`src/rtl/mips_fetch_pkg.sv`:
```
// Shared constants and types for the instruction fetch stage.
package mips_fetch_pkg;

  localparam int INSTR_W  = 32;
  localparam int PC_W_DEF = 32;
  localparam logic [PC_W_DEF-1:0] DEFAULT_RESET_PC = 32'h0000_0000;

  typedef enum logic [1:0] {
    FETCH = 2'd0,
    FLUSH = 2'd1,
    HALT  = 2'd2
  } fetch_state_e;

  typedef struct packed {
    logic [PC_W_DEF-1:0] pc;
    logic [INSTR_W-1:0]  instr;
  } fetch_entry_t;

endpackage

```
`src/rtl/fetch_queue.sv`:
```
// Two-entry synchronous FIFO with push/pop/clear, count and head outputs.
// Latency: a push is visible at head the cycle after; clear wins over push/pop.
// Backpressure: none internally; the caller must not push into a full queue without popping.
module fetch_queue
  import mips_fetch_pkg::*;
#(
  parameter int           W       = 64,
  parameter logic [W-1:0] RST_VAL = '0
) (
  input  logic         clock,
  input  logic         Reset,
  input  logic         push,
  input  logic [W-1:0] push_entry,
  input  logic         pop,
  input  logic         clear,
  output logic [1:0]   count,
  output logic [W-1:0] head
);

  logic [W-1:0] mem [2];
  logic         wr_ptr;
  logic         rd_ptr;
  logic         do_pop;

  assign do_pop = pop && (count != 2'd0);
  assign head   = mem[rd_ptr];

  always_ff @(posedge clock) begin
    if (Reset) begin
      mem[0] <= RST_VAL;
      mem[1] <= RST_VAL;
      wr_ptr <= 1'b0;
      rd_ptr <= 1'b0;
      count  <= 2'd0;
    end else if (clear) begin
      wr_ptr <= 1'b0;
      rd_ptr <= 1'b0;
      count  <= 2'd0;
    end else begin
      if (push) begin
        mem[wr_ptr] <= push_entry;
        wr_ptr      <= ~wr_ptr;
      end
      if (do_pop) begin
        rd_ptr <= ~rd_ptr;
      end
      count <= count + 2'(push) - 2'(do_pop);
    end
  end

  // The credit scheme upstream guarantees this never happens.
  always_ff @(posedge clock) begin
    if (!Reset) begin
      assert (!(push && !pop && !clear && (count == 2'd2)));
    end
  end

endmodule

```
`src/rtl/fetch_unit.sv`:
```
// Fetch stage: owns fetch PC, issues word reads, queues responses, presents one instr/cycle.
// Latency: request accepted at N, response at N+1, instr_valid at N+2; FETCH_ALIGN_CHECK_EN adds misaligned-redirect fault/halt.
// Backpressure: stall holds the queue head; requests are credit-limited to 2 outstanding+queued.
module fetch_unit
  import mips_fetch_pkg::*;
#(
  parameter int                ADDR_W   = 32,
  parameter logic [ADDR_W-1:0] RESET_PC = ADDR_W'(DEFAULT_RESET_PC)
) (
  input  logic              clock,
  input  logic              Reset,
  output logic              imem_req_valid,
  input  logic              imem_req_ready,
  output logic [ADDR_W-1:0] imem_req_addr,
  input  logic              imem_rsp_valid,
  input  logic [31:0]       imem_rsp_data,
  input  logic              redirect_valid,
  input  logic [ADDR_W-1:0] redirect_pc,
  input  logic              stall,
  output logic              instr_valid,
  output logic [31:0]       instr,
  output logic [ADDR_W-1:0] instr_pc,
  output logic [ADDR_W-1:0] pc_plus4,
  output logic              fault
);

  typedef struct packed {
    logic [ADDR_W-1:0]  pc;
    logic [INSTR_W-1:0] instr;
  } entry_t;

  localparam int     EW        = ADDR_W + INSTR_W;
  localparam entry_t ENTRY_RST = '{pc: RESET_PC, instr: '0};

  fetch_state_e      state, state_nxt;
  logic [ADDR_W-1:0] fpc, fpc_nxt;
  logic [ADDR_W-1:0] redir_target;
  logic [ADDR_W-1:0] tag_head;
  logic [1:0]        drop_cnt, drop_nxt;
  logic [1:0]        tag_cnt, q_cnt;
  logic [2:0]        inflight, drop_calc;
  logic              req_fire, consume_fire, rsp_accept, rsp_counted;
  logic              redir_take, redir_bad, fault_q;
  entry_t            q_head, q_push_entry;

`ifdef FETCH_ALIGN_CHECK_EN
  assign redir_bad    = redirect_valid && (redirect_pc[1:0] != 2'b00);
  assign redir_target = redirect_pc;

  always_ff @(posedge clock) begin
    if (Reset) begin
      fault_q <= 1'b0;
    end else if (redir_take && redir_bad) begin
      fault_q <= 1'b1;
    end
  end
`else
  assign redir_bad    = 1'b0;
  assign redir_target = redirect_pc & ~ADDR_W'(3);
  assign fault_q      = 1'b0;
`endif

  assign fault = fault_q;

  assign redir_take   = redirect_valid && (state != HALT);
  assign consume_fire = instr_valid && !stall;
  // Slots already promised (in flight or queued) after this cycle's pop.
  assign inflight       = 3'(tag_cnt) + 3'(q_cnt) - 3'(consume_fire);
  assign imem_req_valid = !Reset && (state == FETCH) && (inflight < 3'd2);
  assign imem_req_addr  = fpc;
  assign req_fire       = imem_req_valid && imem_req_ready;

  // Responses to requests issued before the last reset are not ours to count.
  assign rsp_counted = imem_rsp_valid && ((tag_cnt != 2'd0) || (drop_cnt != 2'd0));
  assign drop_calc   = 3'(tag_cnt) + 3'(drop_cnt) + 3'(req_fire) - 3'(rsp_counted);
  assign rsp_accept  = imem_rsp_valid && (state == FETCH) && (tag_cnt != 2'd0) && !redirect_valid;

  assign q_push_entry = '{pc: tag_head, instr: imem_rsp_data};

  always_comb begin
    state_nxt = state;
    fpc_nxt   = fpc;
    drop_nxt  = drop_cnt;
    if (req_fire) begin
      fpc_nxt = fpc + ADDR_W'(4);
    end
    if (redir_take) begin
      fpc_nxt  = redir_target;
      drop_nxt = drop_calc[1:0];
      if (drop_calc != 3'd0) begin
        state_nxt = FLUSH;
      end else if (redir_bad || fault_q) begin
        state_nxt = HALT;
      end else begin
        state_nxt = FETCH;
      end
    end else if ((state == FLUSH) && imem_rsp_valid && (drop_cnt != 2'd0)) begin
      drop_nxt = drop_cnt - 2'd1;
      if (drop_cnt == 2'd1) begin
        state_nxt = fault_q ? HALT : FETCH;
      end
    end
  end

  always_ff @(posedge clock) begin
    if (Reset) begin
      state    <= FETCH;
      fpc      <= RESET_PC;
      drop_cnt <= 2'd0;
    end else begin
      state    <= state_nxt;
      fpc      <= fpc_nxt;
      drop_cnt <= drop_nxt;
    end
  end

  // Issue-order PC tags; a request fired during a redirect is already stale.
  fetch_queue #(
    .W       (ADDR_W),
    .RST_VAL (RESET_PC)
  ) u_tag_q (
    .clock      (clock),
    .Reset      (Reset),
    .push       (req_fire && !redirect_valid),
    .push_entry (fpc),
    .pop        (rsp_accept),
    .clear      (redirect_valid),
    .count      (tag_cnt),
    .head       (tag_head)
  );

  fetch_queue #(
    .W       (EW),
    .RST_VAL (ENTRY_RST)
  ) u_instr_q (
    .clock      (clock),
    .Reset      (Reset),
    .push       (rsp_accept),
    .push_entry (q_push_entry),
    .pop        (consume_fire),
    .clear      (redirect_valid),
    .count      (q_cnt),
    .head       (q_head)
  );

  assign instr_valid = (q_cnt != 2'd0);
  assign instr       = q_head.instr;
  assign instr_pc    = q_head.pc;
  assign pc_plus4    = q_head.pc + ADDR_W'(4);

endmodule
```
`config.mk`:
```
export PLATFORM = sky130hd
export DESIGN_NAME = fetch_unit
export DESIGN_NICKNAME = d
export VERILOG_FILES = /design/src/rtl/mips_fetch_pkg.sv /design/src/rtl/fetch_queue.sv /design/src/rtl/fetch_unit.sv
export SDC_FILE = /design/constraint.sdc
export NUM_CORES = 1
export LEC_CHECK = 0
export CAP_MARGIN = 10
export CORE_UTILIZATION = 58
export DETAILED_ROUTE_END_ITERATION = 8
export PLACE_DENSITY = 0.84
export SLEW_MARGIN = 10
export SYNTH_ARGS = -nofsm -noshare
export SYNTH_HDL_FRONTEND = slang
export SYNTH_HIERARCHICAL = 1
export SYNTH_SLANG_ARGS = --single-unit
```
`constraint.sdc`:
```
create_clock -name clock -period 12.2 [get_ports clock]
set_input_delay 2.44 -clock clock [delete_from_list [all_inputs] [get_ports clock]]
set_output_delay 2.44 -clock clock [all_outputs]
set_load 0.1 [all_outputs]
```
# After elaboration in Yosys (flattened, before gate mapping)
# Memory sizes are Yosys's and may differ from the RTL's. A register that Yosys moved wholly into a read port is not among the register bits.
# Index checks and enable logic that the tools add are counted.
dict set report classes {
  n_mux 28
  bitwise 4
  n_reduce_logical 31
  addsub 12
  eq_ne 3
  magnitude_cmp 1
}
# op n
set ops {}
lappend ops {{32-bit 2-to-1 mux} 3}
lappend ops {{32-bit by 3-bit adder with 32-bit output (second input constant)} 2}
lappend ops {{64-bit 2-to-1 mux} 1}
lappend ops {{64-bit OR reduction} 1}
lappend ops {{32-bit OR reduction} 1}
lappend ops {{1-bit 2-to-1 mux} 19}
lappend ops {{1-bit logical AND} 14}
lappend ops {{2-bit nonzero test} 6}
lappend ops {{2-bit 2-to-1 mux} 5}
lappend ops {{2-bit by 2-bit adder with 3-bit output} 2}
lappend ops {{3-bit by 1-bit subtractor with 3-bit output} 2}
lappend ops {{2-bit by 1-bit adder with 2-bit output} 2}
lappend ops {{2-bit by 1-bit == test with 1-bit output (second input constant)} 2}
lappend ops {{1-bit NOT} 4}
lappend ops {{2-bit OR reduction} 2}
lappend ops {{2-bit by 1-bit subtractor with 2-bit output} 2}
lappend ops {{3-bit by 1-bit adder with 3-bit output} 1}
lappend ops {{1-bit zero test} 3}
lappend ops {{3-bit by 2-bit less-than comparator with 1-bit output (second input constant)} 1}
lappend ops {{3-bit nonzero test} 1}
lappend ops {{2-bit zero test} 1}
lappend ops {{2-bit inequality test (second input constant)} 1}
lappend ops {{2-bit AND reduction} 1}
lappend ops {{2-bit by 1-bit subtractor with 2-bit output (second input constant)} 1}
lappend ops {{1-bit logical OR} 1}
dict set report word_totals {
  ram_bits 192
  reg_bits 44
  out_inout_bits 131
  inputBits 70
  mem_count 2
  word_cells 91
}
# name words width read_ports rd_ports_with_merged_regs wr line_no
set mem_list {}
lappend mem_list {u_instr_q.mem 2 64 1 1 2 fetch_queue.sv:20} ;# logic [W-1:0] mem [2];
lappend mem_list {u_tag_q.mem 2 32 1 1 2 fetch_queue.sv:20}

# Logic depth before layout (Yosys ltp)
# Gate-level depths: netlist of run 1.
dict set report depth {
  depth_word 13
  ltp_mapped 13
  depth_no_buf 13
}

# Modules after synthesis
# The synthesis of run 1 kept the hierarchy.
# module seq_area_each_um2 cells_per_inst instances area_each_um2
set modules_own_cells {}
lappend modules_own_cells {{fetch_queue (u_instr_q)} 3943.8 380 1 5900.7}
lappend modules_own_cells {{fetch_queue (u_tag_q)} 2021.9 202 1 3085.5}
lappend modules_own_cells {fetch_unit 660.6 344 1 2731.4}

# Least setup slack after synthesis of run 1
# Ideal clock, no wire load.
dict set report synth_path {
  path_kind {input to output}
  from {input stall}
  to {output imem_req_valid}
  path_stages 6
  slack_ns 3.026
  n_path_buf 0
  t_required_ns 9.760
  t_arrival_ns 6.734
  cell_sequence {a21oi_1 > ha_1 > nand2b_1 > fa_1 > xnor2_1 > nor4b_1}
}
dict set report synth_via {
  elab_chain_cells 5
}
# item line_no
set synth_rtl {}
lappend synth_rtl {{start: declaration} fetch_unit.sv:19} ;# input logic stall,
lappend synth_rtl {{1-bit zero test} fetch_unit.sv:66} ;# assign consume_fire = instr_valid && !stall;
lappend synth_rtl {{1-bit logical AND} fetch_unit.sv:66}
lappend synth_rtl {{3-bit by 1-bit subtractor with 3-bit output} fetch_unit.sv:68} ;# assign inflight = 3'(tag_cnt) + 3'(q_cnt) - 3'(consume_fire);
lappend synth_rtl {{3-bit by 2-bit less-than comparator with 1-bit output} fetch_unit.sv:69} ;# assign imem_req_valid = !Reset && (state == FETCH) && (inflight < 3'd2);
lappend synth_rtl {{1-bit logical AND} fetch_unit.sv:69}
lappend synth_rtl {{end: declaration} fetch_unit.sv:12} ;# output logic imem_req_valid,
# No other way between the ends.

# Worst setup path after layout of run 1
dict set report layout_path {
  from {input stall}
  to {output imem_req_valid}
}
dict set report layout_via {
  elab_chain_cells 5
}
# item line_no
set layout_rtl {}
lappend layout_rtl {{1-bit zero test} fetch_unit.sv:66}
lappend layout_rtl {{1-bit logical AND} fetch_unit.sv:66}
lappend layout_rtl {{named net consume_fire} fetch_unit.sv:42} ;# logic req_fire, consume_fire, rsp_accept, rsp_counted;
lappend layout_rtl {{3-bit by 1-bit subtractor with 3-bit output} fetch_unit.sv:68}
lappend layout_rtl {{3-bit by 2-bit less-than comparator with 1-bit output} fetch_unit.sv:69}
lappend layout_rtl {{1-bit logical AND} fetch_unit.sv:69}
# The timed path passes the listed nets, and every way through them passes these cells.

==> run metrics, run 1 <==
status=complete, no violations; First-pass DRT Iterations=5; Avg Cell Area, Syn=12.7 sq um; chip height=144 microns; Post-Syn Area=0.0117 sq mm; critical path peak fanout=7; Fin Hold WS=0.574 ns; critical path class=in2out; max_slew headroom=28.9%; CTS Buf Count=23; Clock Skew=0.00765 ns; htree depth=1; placed cell count=1338; setup repair bufs after CTS=0; Req. time, crit path=9.76 ns; area delta synth->final=22.2%; DRT Wirelength=25600 microns; setup_tns=0 ns; Fill cells=1357; Max Freq=120 MHz; ANT nets after route=0; min-delay src=u_tag_q/wr_ptr$_SDFFE_PP0P_; CP startpoint=stall; Post-synth ARST share=0%; DR vias/cell=5.69; YS warnings=6; root buffer cell=clkbuf_16; period utilization=68.2%; leak pwr=0.00580 uW; startpoint types=input pin; Initial Util=59.6%; Iter 0 DRT Violations=475; Max Cap Viol=0; DRC viols=0; Core Footprint=0.0197 sq mm; total track usage=24.7%; wire per inst=18.6 microns; antenna violations before repair=0; Reg-to-Reg Start=u_instr_q/count[0]$_SDFF_PP0_; number of gates resized after cts=0; worst-path cell chain=clkdlybuf4s50_1, a21oi_1, ha_1, nand2b_1, fa_1, xnor2_1, nor4b_1, clkdlybuf4s50_1; clock period minus worst slack=8.33 ns; vias in the first global route=7545; I/O pin cnt=201; CP Capture Type=output pin; Die Wd=144 microns; pre-CTS setup slack=3.93 ns; Synth cell types=55; grt ovf=0; Hold Fails Final Rpt=0; Post-DP HPWL=16500 microns; clock latency on the worst-skew pair=0.50 ns; synthesized flop and latch total=235; Placement Rows=51; CTS tree=done; PwrDens=131 mW/mm^2; Hold Path Class=reg2reg; first-pass GRT wire length=39700 microns; # hold bufs at CTS=0; Final Total Pwr=1870 uW; Crit-path slowest cell=clkdlybuf4s50_1; Main synth FF type=edfxtp_1; Setup-failing EPs final=0; Sink Count=235; Crit path top cell by count=clkdlybuf4s50_1; Least-Margin Pin Slew=1.06 ns; I/O Buffers=195; max-slew violations=0; Nets=1183; cells after synthesis=926; die area=0.0208 sq mm; maximum clock path buffer count=3; Vias=7848; post-synthesis sequential area ratio=56.6%; routability-driven placement congestion ratio=0.808; largest net degree at the start of global routing=108; clk slew on worst S/H paths=0.06 ns; Setup WS post-layout=3.87 ns; ANT cells=0; unrepaired setup endpoints after global routing=false; crit-path max cell delay=1.23 ns; fin cells=1379; crit path DAT=5.89 ns; layout cells sized above 1=15.6%; worst vdd ir=0.0893 mV; Post-synth EDFFs=192
-- worst paths after layout --
path	endpoint	slack, ns	depth (start not counted)
max	imem_req_valid	3.87	8
min	u_tag_q/wr_ptr$_SDFFE_PP0P_	0.57	2
max reg2reg	u_tag_q/mem[0][31]$_SDFFCE_PN0P_	7.69	12
min reg2reg	u_tag_q/wr_ptr$_SDFFE_PP0P_	0.57	2
-- registers in the layout, summed over array words and instances, names as in the netlist, named ones only --
signal            flops
u_instr_q/count       2
state                 1
u_instr_q/rd_ptr      1
u_tag_q/rd_ptr        1
u_tag_q/count         2
u_instr_q/mem       128
u_tag_q/mem          64
u_tag_q/wr_ptr        1
u_instr_q/wr_ptr      1
imem_req_addr        30
drop_cnt              2
-- Yosys cell counts (all sizes together) (2+ instances only) --
master,count,area (sq um)
a211oi,18,145
a21o,4,30.0
a21oi,13,65.1
a311oi,3,26.3
and2,5,31.3
and3,197,1230
and4,5,43.8
buf,53,452
clkbuf,17,67.6
dfxtp,43,861
edfxtp,192,5770
fa,2,40.0
ha,13,163
inv,23,86.3
mux2,101,1140
mux2i,2,20.0
nand2,40,150
nand3,17,85.1
nand4,19,131
nor2,37,149
nor2b,2,15.0
nor3,19,125
nor3b,3,22.5
nor4,11,100
nor4b,2,17.5
o21a,2,15.0
o21ai,4,20.0
o21bai,3,22.5
or3,3,23.8
xnor2,43,377
xnor3,2,45.0
xor2,17,149
-- placed cells by master, fill, tap and decap left out, types with 6 or more instances in the layout --
master           count
a211oi_1            16
a21oi_1             13
and3_1             197
buf_4               16
clkbuf_1             6
clkbuf_16           23
clkdlybuf4s50_1    194
conb_1               7
dfxtp_1             42
edfxtp_1           192
ha_1                13
inv_1               23
mux2_2              99
nand2_1             40
nand3_1             17
nand4_1             17
nor2_1              35
nor3_1              13
nor3_2               6
nor4_1               6
xnor2_1             43
xor2_1              17
-- metrics by stage --
stage,util [%],area [sq um]
after global placement,69.4,13600
final,72.9,14300
after floorplan,-,11700
after global routing,72.9,14300
after detailed placement,69.4,13600
after CTS,72.9,14300
-- report_power, final --
group	total, uW	switching [uW]	internal [uW]
logic	300	217	83.3
registers	919	21.8	897
clock network	655	284	371
-- cell type report --
type                       instances  area, sq um  share of cell area (%)
inverter                          24         90.1                   0.629
multi-input combinational        603         4520                    31.5
clock inverter                     8         37.5                   0.262
tap                              265          332                    2.32
timing repair buffer             211         2070                    14.4
clock buffer                      33          653                    4.56
sequential                       235         6630                    46.3
-- worst max-delay path, delay by kind of cell --
family | cells | cell delay [ns]
compound gates | 1 | 0.18
simple gates | 2 | 0.63
xor+xnor | 1 | 0.33
fa+ha+maj | 2 | 0.69
buf+inv | 2 | 1.63
-- logic make-up (layout without fill, tap and decap cells) --
| kind of cell | Yosys count | after routing | synth area share (%) |
|---|---|---|---|
| AND/OR/NAND/NOR | 366 | 366 | 18.8 |
| flip-flops | 235 | 235 | 56.6 |
| multiplexers | 103 | 103 | 9.88 |
| buffers and inverters | 94 | 276 | 5.20 |
| XOR/XNOR | 62 | 62 | 4.87 |
| AO/OA/AOI/OAI | 50 | 50 | 2.96 |
| adder cells (fa/ha/maj) | 15 | 15 | 1.73 |
| other | 1 | 7 | 0.0320 |
-- metal layers --
metal	global-route usage, %	vias to the layer above	wire [microns]
li1	-	3767	-
met2	43.3	272	12500
met1	31.0	3767	10700
met3	4.83	42	1920
met4	7.04	0	507
met5	0	-	0
Note: power is estimated with default switching activity, not from simulation.
==> run 2: changes to the inputs <==
--- a/config.mk
+++ b/config.mk
@@ -6,9 +6,9 @@
 export NUM_CORES = 1
 export LEC_CHECK = 0
 export CAP_MARGIN = 10
-export CORE_UTILIZATION = 58
+export CORE_UTILIZATION = 49
 export DETAILED_ROUTE_END_ITERATION = 8
-export PLACE_DENSITY = 0.84
+export PLACE_DENSITY = 0.76
 export SLEW_MARGIN = 10
 export SYNTH_ARGS = -nofsm -noshare
 export SYNTH_HDL_FRONTEND = slang
==> constraint.sdc (replaced) <==
create_clock -name clock -period 7.52 [get_ports clock]
set_input_delay 1.504 -clock clock [delete_from_list [all_inputs] [get_ports clock]]
set_output_delay 1.504 -clock clock [all_outputs]
set_load 0.1 [all_outputs]
==> run 2 against run 1 <==
First-iteration DRC count increased by 16%. Setup slack got worse by 2.3 ns. Register-to-register slack got worse by 4.5 ns. Critical path depth decreased by 1. Clock skew increased by 0.0015 ns. Hold slack got worse by 0.0012 ns. Critical endpoint is now pc_plus4[23]. Largest power group unchanged.
==> run metrics, run 2 (synthesis gave the netlist of run 1 again) <==
status=complete, no violations; Nets=1186 (+0.25%); max reg flops=128 (unchanged); I/O pin cnt=201 (unchanged); commonest non-fill, non-tap cell in the layout=and3_1; antenna violations before repair=0 (unchanged); Hold Path Class=reg2reg; Final Total Pwr=3220 uW (+72%); crit-path max cell delay=1.17 ns (-0.06 ns); period utilization=78.8%; leak pwr=0.00589 uW (+1.5%); worst-path cell chain=mux2_2, nand4_1, nor4_1, nand2_1, nor3_1, xor2_1, clkdlybuf4s50_1; wire per inst=18.1 microns (-2.8%); worst vdd ir=0.179 mV (+100%); Max Cap Viol=0 (unchanged); number of gates resized after cts=0 (unchanged); clk slew on worst S/H paths=0.06 ns (about the same); clock latency on the worst-skew pair=0.52 ns (+0.02 ns); DRC viols=0 (unchanged); max_slew headroom=31.0% (+2.1 points); maximum clock path buffer count=3 (unchanged); routability-driven placement congestion ratio=0.860 (+6.4%); Fill cells=1830 (+35%); # hold bufs at CTS=0 (unchanged); ANT nets after route=0 (unchanged); first-pass GRT wire length=40400 microns (+1.7%); Initial Util=49.9% (-9.7 points); CP Buf/Inv Count=1 (-1); Setup-failing EPs final=0 (unchanged); Vias=7868 (+0.25%); vias in the first global route=7531 (-0.19%); Least-Margin Pin Slew=1.03 ns (-0.0316 ns); max-slew violations=0 (unchanged); startpoint types=flip-flop; largest reg by FF count=u_instr_q/mem; Largest delay share family, worst path=simple AND/OR/NAND/NOR gates; setup repair bufs after CTS=0 (unchanged); Post-Place Cell Area=0.0137 sq mm (+0.53%); critical path peak fanout=33 (+26); Placement Rows=56 (+9.8%); largest net degree at the start of global routing=130 (+20%); CP Capture Type=output pin; Core Footprint=0.0235 sq mm (+19%); Req. time, crit path=6.02 ns (-3.74 ns); critical path class=reg2out; setup_tns=0 ns (unchanged); design area=0.0145 sq mm (+1.5%); First-pass DRT Iterations=5 (unchanged); Die Wd=157 microns (+8.7%); Iter 0 DRT Violations=551 (+16%); PwrDens=222 mW/mm^2 (+69%); crit path DAT=4.42 ns (-1.47 ns); layout cells sized above 1=16.5% (+0.90 points); area delta synth->final=24.1%; DRT Wirelength=26000 microns (+1.4%); clock period minus worst slack=5.93 ns; total track usage=20.9% (-3.8 points); Max Freq=169 MHz; Clock Skew=0.00918 ns (+0.00153 ns); unrepaired setup endpoints after global routing=false; Sink Count=235 (unchanged); most frequent cells in the layout=and3_1 (197), clkdlybuf4s50_1 (193), edfxtp_1 (192); Final Util=62.0% (-11 points); CTS Buf Count=25 (+8.7%); die area=0.0245 sq mm (+18%); I/O Buffers=195 (unchanged); ANT cells=0 (unchanged); Crit-path slowest cell=clkdlybuf4s50_1; grt ovf=0 (unchanged); DR vias/cell=5.47 (-3.9%); chip height=157 microns (+8.7%); root buffer cell=clkbuf_16; Hold Fails Final Rpt=0 (unchanged); CTS tree=done; htree depth=1 (unchanged); Post-DP HPWL=16600 microns (+0.95%)
-- run 2: worst paths after layout --
kind                                     end  cells after the start                           from  slack (ns)
max                             pc_plus4[23]                      7                      flip-flop        1.59
min              u_tag_q/wr_ptr$_SDFFE_PP0P_                      2    u_tag_q/wr_ptr$_SDFFE_PP0P_        0.57
max reg2reg  u_tag_q/mem[0][5]$_SDFFCE_PN0P_                     12  u_instr_q/count[0]$_SDFF_PP0_        3.22
min reg2reg      u_tag_q/wr_ptr$_SDFFE_PP0P_                      2    u_tag_q/wr_ptr$_SDFFE_PP0P_        0.57
-- run 2: cell type report --
cell class | count | area (sq um) | share of cell area, %
clock inverters | 18 | 201 | 1.39
well taps | 319 | 399 | 2.74
multi-input cells | 603 | 4520 | 31.1
inverters | 24 | 90.1 | 0.619
repair buffers | 212 | 2070 | 14.2
clock buffers | 28 | 637 | 4.38
flip-flops and latches | 235 | 6630 | 45.6
-- run 2: where the power goes --
group	internal, uW	switching (uW)
registers	1450	36.2
logic	135	352
clock network	750	496
total	2340	884
-- run 2: per-stage QoR --
step                std cells  hold WS [ns]  worst slack [ns]
finish                   1439         0.572              1.59
global route             1439         0.600              1.27
CTS                      1439         0.572              1.60
detailed placement       1393         0.563              1.77
global placement         1393         0.552              1.86
floorplan                 932         0.527             0.218
-- run 2: worst register-to-register path: stages, from the launching register on --
cell      delay (ns)
dfxtp_1         0.36
inv_1           0.09
a21oi_1         0.23
ha_1            0.26
nand2b_1        0.15
fa_1            0.41
xor2_1          0.47
nand2_1         0.39
nor2_1          0.38
nor2b_2         0.20
buf_4           0.28
a21o_1          0.34
buf_4           0.39
-- run 2: routing by layer --
layer / wire length [microns] / vias up / global-route usage, % / share of wire, %
met5: 0 / - / 0 / 0
met4: 555 / 0 / 5.70 / 2.1
met3: 1890 / 42 / 4.21 / 7.3
met2: 12100 / 288 / 34.9 / 47
met1: 11400 / 3756 / 27.6 / 44
li1: - / 3782 / - / -
==> run 3: changes to the inputs <==
--- a/config.mk
+++ b/config.mk
@@ -6,9 +6,9 @@
 export NUM_CORES = 1
 export LEC_CHECK = 0
 export CAP_MARGIN = 10
-export CORE_UTILIZATION = 49
+export CORE_UTILIZATION = 54
 export DETAILED_ROUTE_END_ITERATION = 8
-export PLACE_DENSITY = 0.76
+export PLACE_DENSITY = 0.79
 export SLEW_MARGIN = 10
 export SYNTH_ARGS = -nofsm -noshare
 export SYNTH_HDL_FRONTEND = slang
==> constraint.sdc (replaced) <==
create_clock -name clock -period 5.8 [get_ports clock]
set_input_delay 1.16 -clock clock [delete_from_list [all_inputs] [get_ports clock]]
set_output_delay 1.16 -clock clock [all_outputs]
set_load 0.1 [all_outputs]
==> run 3 against run 2 <==
Sequential share of layout area increased by 0.32 points. Largest power group unchanged. Via count rose by 0.19%. Final area fell by 0.70%. Power is 29% higher.
==> run metrics, run 3 (synthesis gave the netlist of run 1 again) <==
largest net degree at the start of global routing=93 (-28%); max reg flops=128 (unchanged); maximum clock path buffer count=3 (unchanged); setup repair bufs after CTS=0 (unchanged); htree depth=1 (unchanged); worst vdd ir=0.217 mV (+21%); DRC viols=0 (unchanged); Least-Margin Pin Slew=1.02 ns (-0.00782 ns); clk slew on worst S/H paths=0.06 ns (about the same); I/O Buffers=195 (unchanged); fin cells=1395 (-3.1%); critical path peak fanout=47 (+42%); first-pass GRT wire length=40600 microns (+0.51%); Crit-path slowest cell=dfxtp_2; reg2reg setup slack=2.04 ns (-1.18 ns); Core Footprint=0.0212 sq mm (-9.9%); clock period minus worst slack=4.87 ns; Post-Place Cell Area=0.0136 sq mm (-0.56%); Hold Path End=u_tag_q/wr_ptr$_SDFFE_PP0P_; r2r endpoint=u_tag_q/mem[0][0]$_SDFFCE_PN0P_; chip height=149 microns (-4.7%); number of gates resized after cts=0 (unchanged); critical path class=reg2out; Nets=1187 (+0.084%); Vias=7883 (+0.19%); layout cells sized above 1=18.0% (+1.5 points); area delta synth->final=23.2%; root buffer cell=clkbuf_16; period utilization=84.0%; Post-DP HPWL=17100 microns (+3.1%); max-slew violations=0 (unchanged); Max Cap Viol=0 (unchanged); status=complete, no violations; Hold Fails Final Rpt=0 (unchanged); most frequent cells in the layout=and3_1 (197), edfxtp_1 (192), clkdlybuf4s50_1 (174); crit path DAT=3.71 ns (-0.71 ns); vias in the first global route=7531 (unchanged); I/O pin cnt=201 (unchanged); max_slew headroom=31.6% (+0.52 points); unrepaired setup endpoints after global routing=false; DR vias/cell=5.65 (+3.4%); Placement Rows=53 (-5.4%); # hold bufs at CTS=0 (unchanged); clock latency on the worst-skew pair=0.52 ns (about the same); PwrDens=287 mW/mm^2 (+30%); leak pwr=0.00591 uW (+0.37%); die area=0.0223 sq mm (-9.1%); design area=0.0144 sq mm (-0.70%); min-delay src=u_tag_q/wr_ptr$_SDFFE_PP0P_; startpoint types=flip-flop; setup_tns=0 ns (unchanged); CTS tree=done; Hold Path Class=reg2reg; total track usage=23.4% (+2.5 points); largest reg by FF count=u_instr_q/mem; hold depth=2 (unchanged); commonest non-fill, non-tap cell in the layout=and3_1; Largest delay share family, worst path=simple AND/OR/NAND/NOR gates; CTS Buf Count=25 (unchanged); placed cell count=1350 (-3.1%); crit-path max cell delay=0.62 ns (-0.55 ns); ANT nets after route=0 (unchanged); Clock Skew=0.0123 ns (+0.00311 ns); DRT Wirelength=26200 microns (+0.79%); Reg-to-Reg Start=u_instr_q/count[0]$_SDFF_PP0_; CP Capture Type=output pin; wire per inst=18.8 microns (+4.0%); Max Freq=205 MHz; Setup-failing EPs final=0 (unchanged); Req. time, crit path=4.64 ns (-1.38 ns); ANT cells=0 (unchanged); Iter 0 DRT Violations=584 (+6.0%); First-pass DRT Iterations=6 (+1); Die Wd=149 microns (-4.7%); Initial Util=55.4% (+5.5 points); CP Buf/Inv Count=2 (+1); Fill cells=1547 (-15%); Sink Count=235 (unchanged); Final Total Pwr=4150 uW (+29%); routability-driven placement congestion ratio=0.877 (+2.1%); antenna violations before repair=0 (unchanged); R2R depth=11 (-1); worst-path cell chain=buf_4, mux2_2, nand4_1, nor4_1, nand4_1, nor2_1, xor2_1, buf_4; grt ovf=0 (unchanged)
==> run 3: changes by cell type in the layout (fill, tap and decap cells not counted), sizes merged <==
cell | before | now
inv | 25 | 24
clkdlybuf4s50 | 193 | 174
clkbuf | 28 | 34
bufinv | 4 | 3
clkinv | 13 | 8
buf | 19 | 39
==> run 3: power breakdown <==
group,internal [uW],switching (uW)
combinational,175,456
clock,954,633
sequential,1890,47.0
==> run 3: per-layer routing <==
layer | routed length [microns] | track usage (%)
met1 | 11300 | 32.0
met2 | 12600 | 38.7
met3 | 2000 | 4.07
met4 | 401 | 5.71
met5 | 0 | 0
==> run 3: metrics by stage <==
| stage | worst slack [ns] | util [%] | hold slack [ns] |
|---|---|---|---|
| floorplan | 0.588 | - | 0.527 |
| global placement | 0.961 | 64.4 | 0.552 |
| detailed placement | 0.933 | 64.4 | 0.561 |
| CTS | 0.855 | 68.3 | 0.572 |
| global route | 0.642 | 68.3 | 0.628 |
| finish | 0.927 | 68.3 | 0.572 |
==> run 3: layout make-up <==
class | instances | area [sq um] | share of cell area (%)
inverter | 24 | 90.1 | 0.624
multi-input combinational | 603 | 4520 | 31.3
sequential | 235 | 6630 | 45.9
clock buffer | 34 | 679 | 4.70
tap | 275 | 344 | 2.38
clock inverter | 11 | 134 | 0.927
timing repair buffer | 213 | 2040 | 14.2
==> run 3: worst max-delay path by stage <==
stage,start,endpoint,slack [ns],cells past startpoint
floorplan,stall,imem_req_valid,0.59,6
global placement,stall,u_tag_q/mem[0][0]$_SDFFCE_PN0P_,0.96,11
detailed placement,stall,u_tag_q/mem[0][1]$_SDFFCE_PN0P_,0.93,11
CTS,flip-flop,pc_plus4[28],0.86,8
global route,flip-flop,pc_plus4[28],0.64,8
finish,flip-flop,pc_plus4[28],0.93,8
==> run 3: tightest hold or removal path, delay by kind of cell, from the launching register on <==
family | cells | cell delay, ns
xor+xnor | 1 | 0.16
flops | 1 | 0.33
simple gates | 1 | 0.04
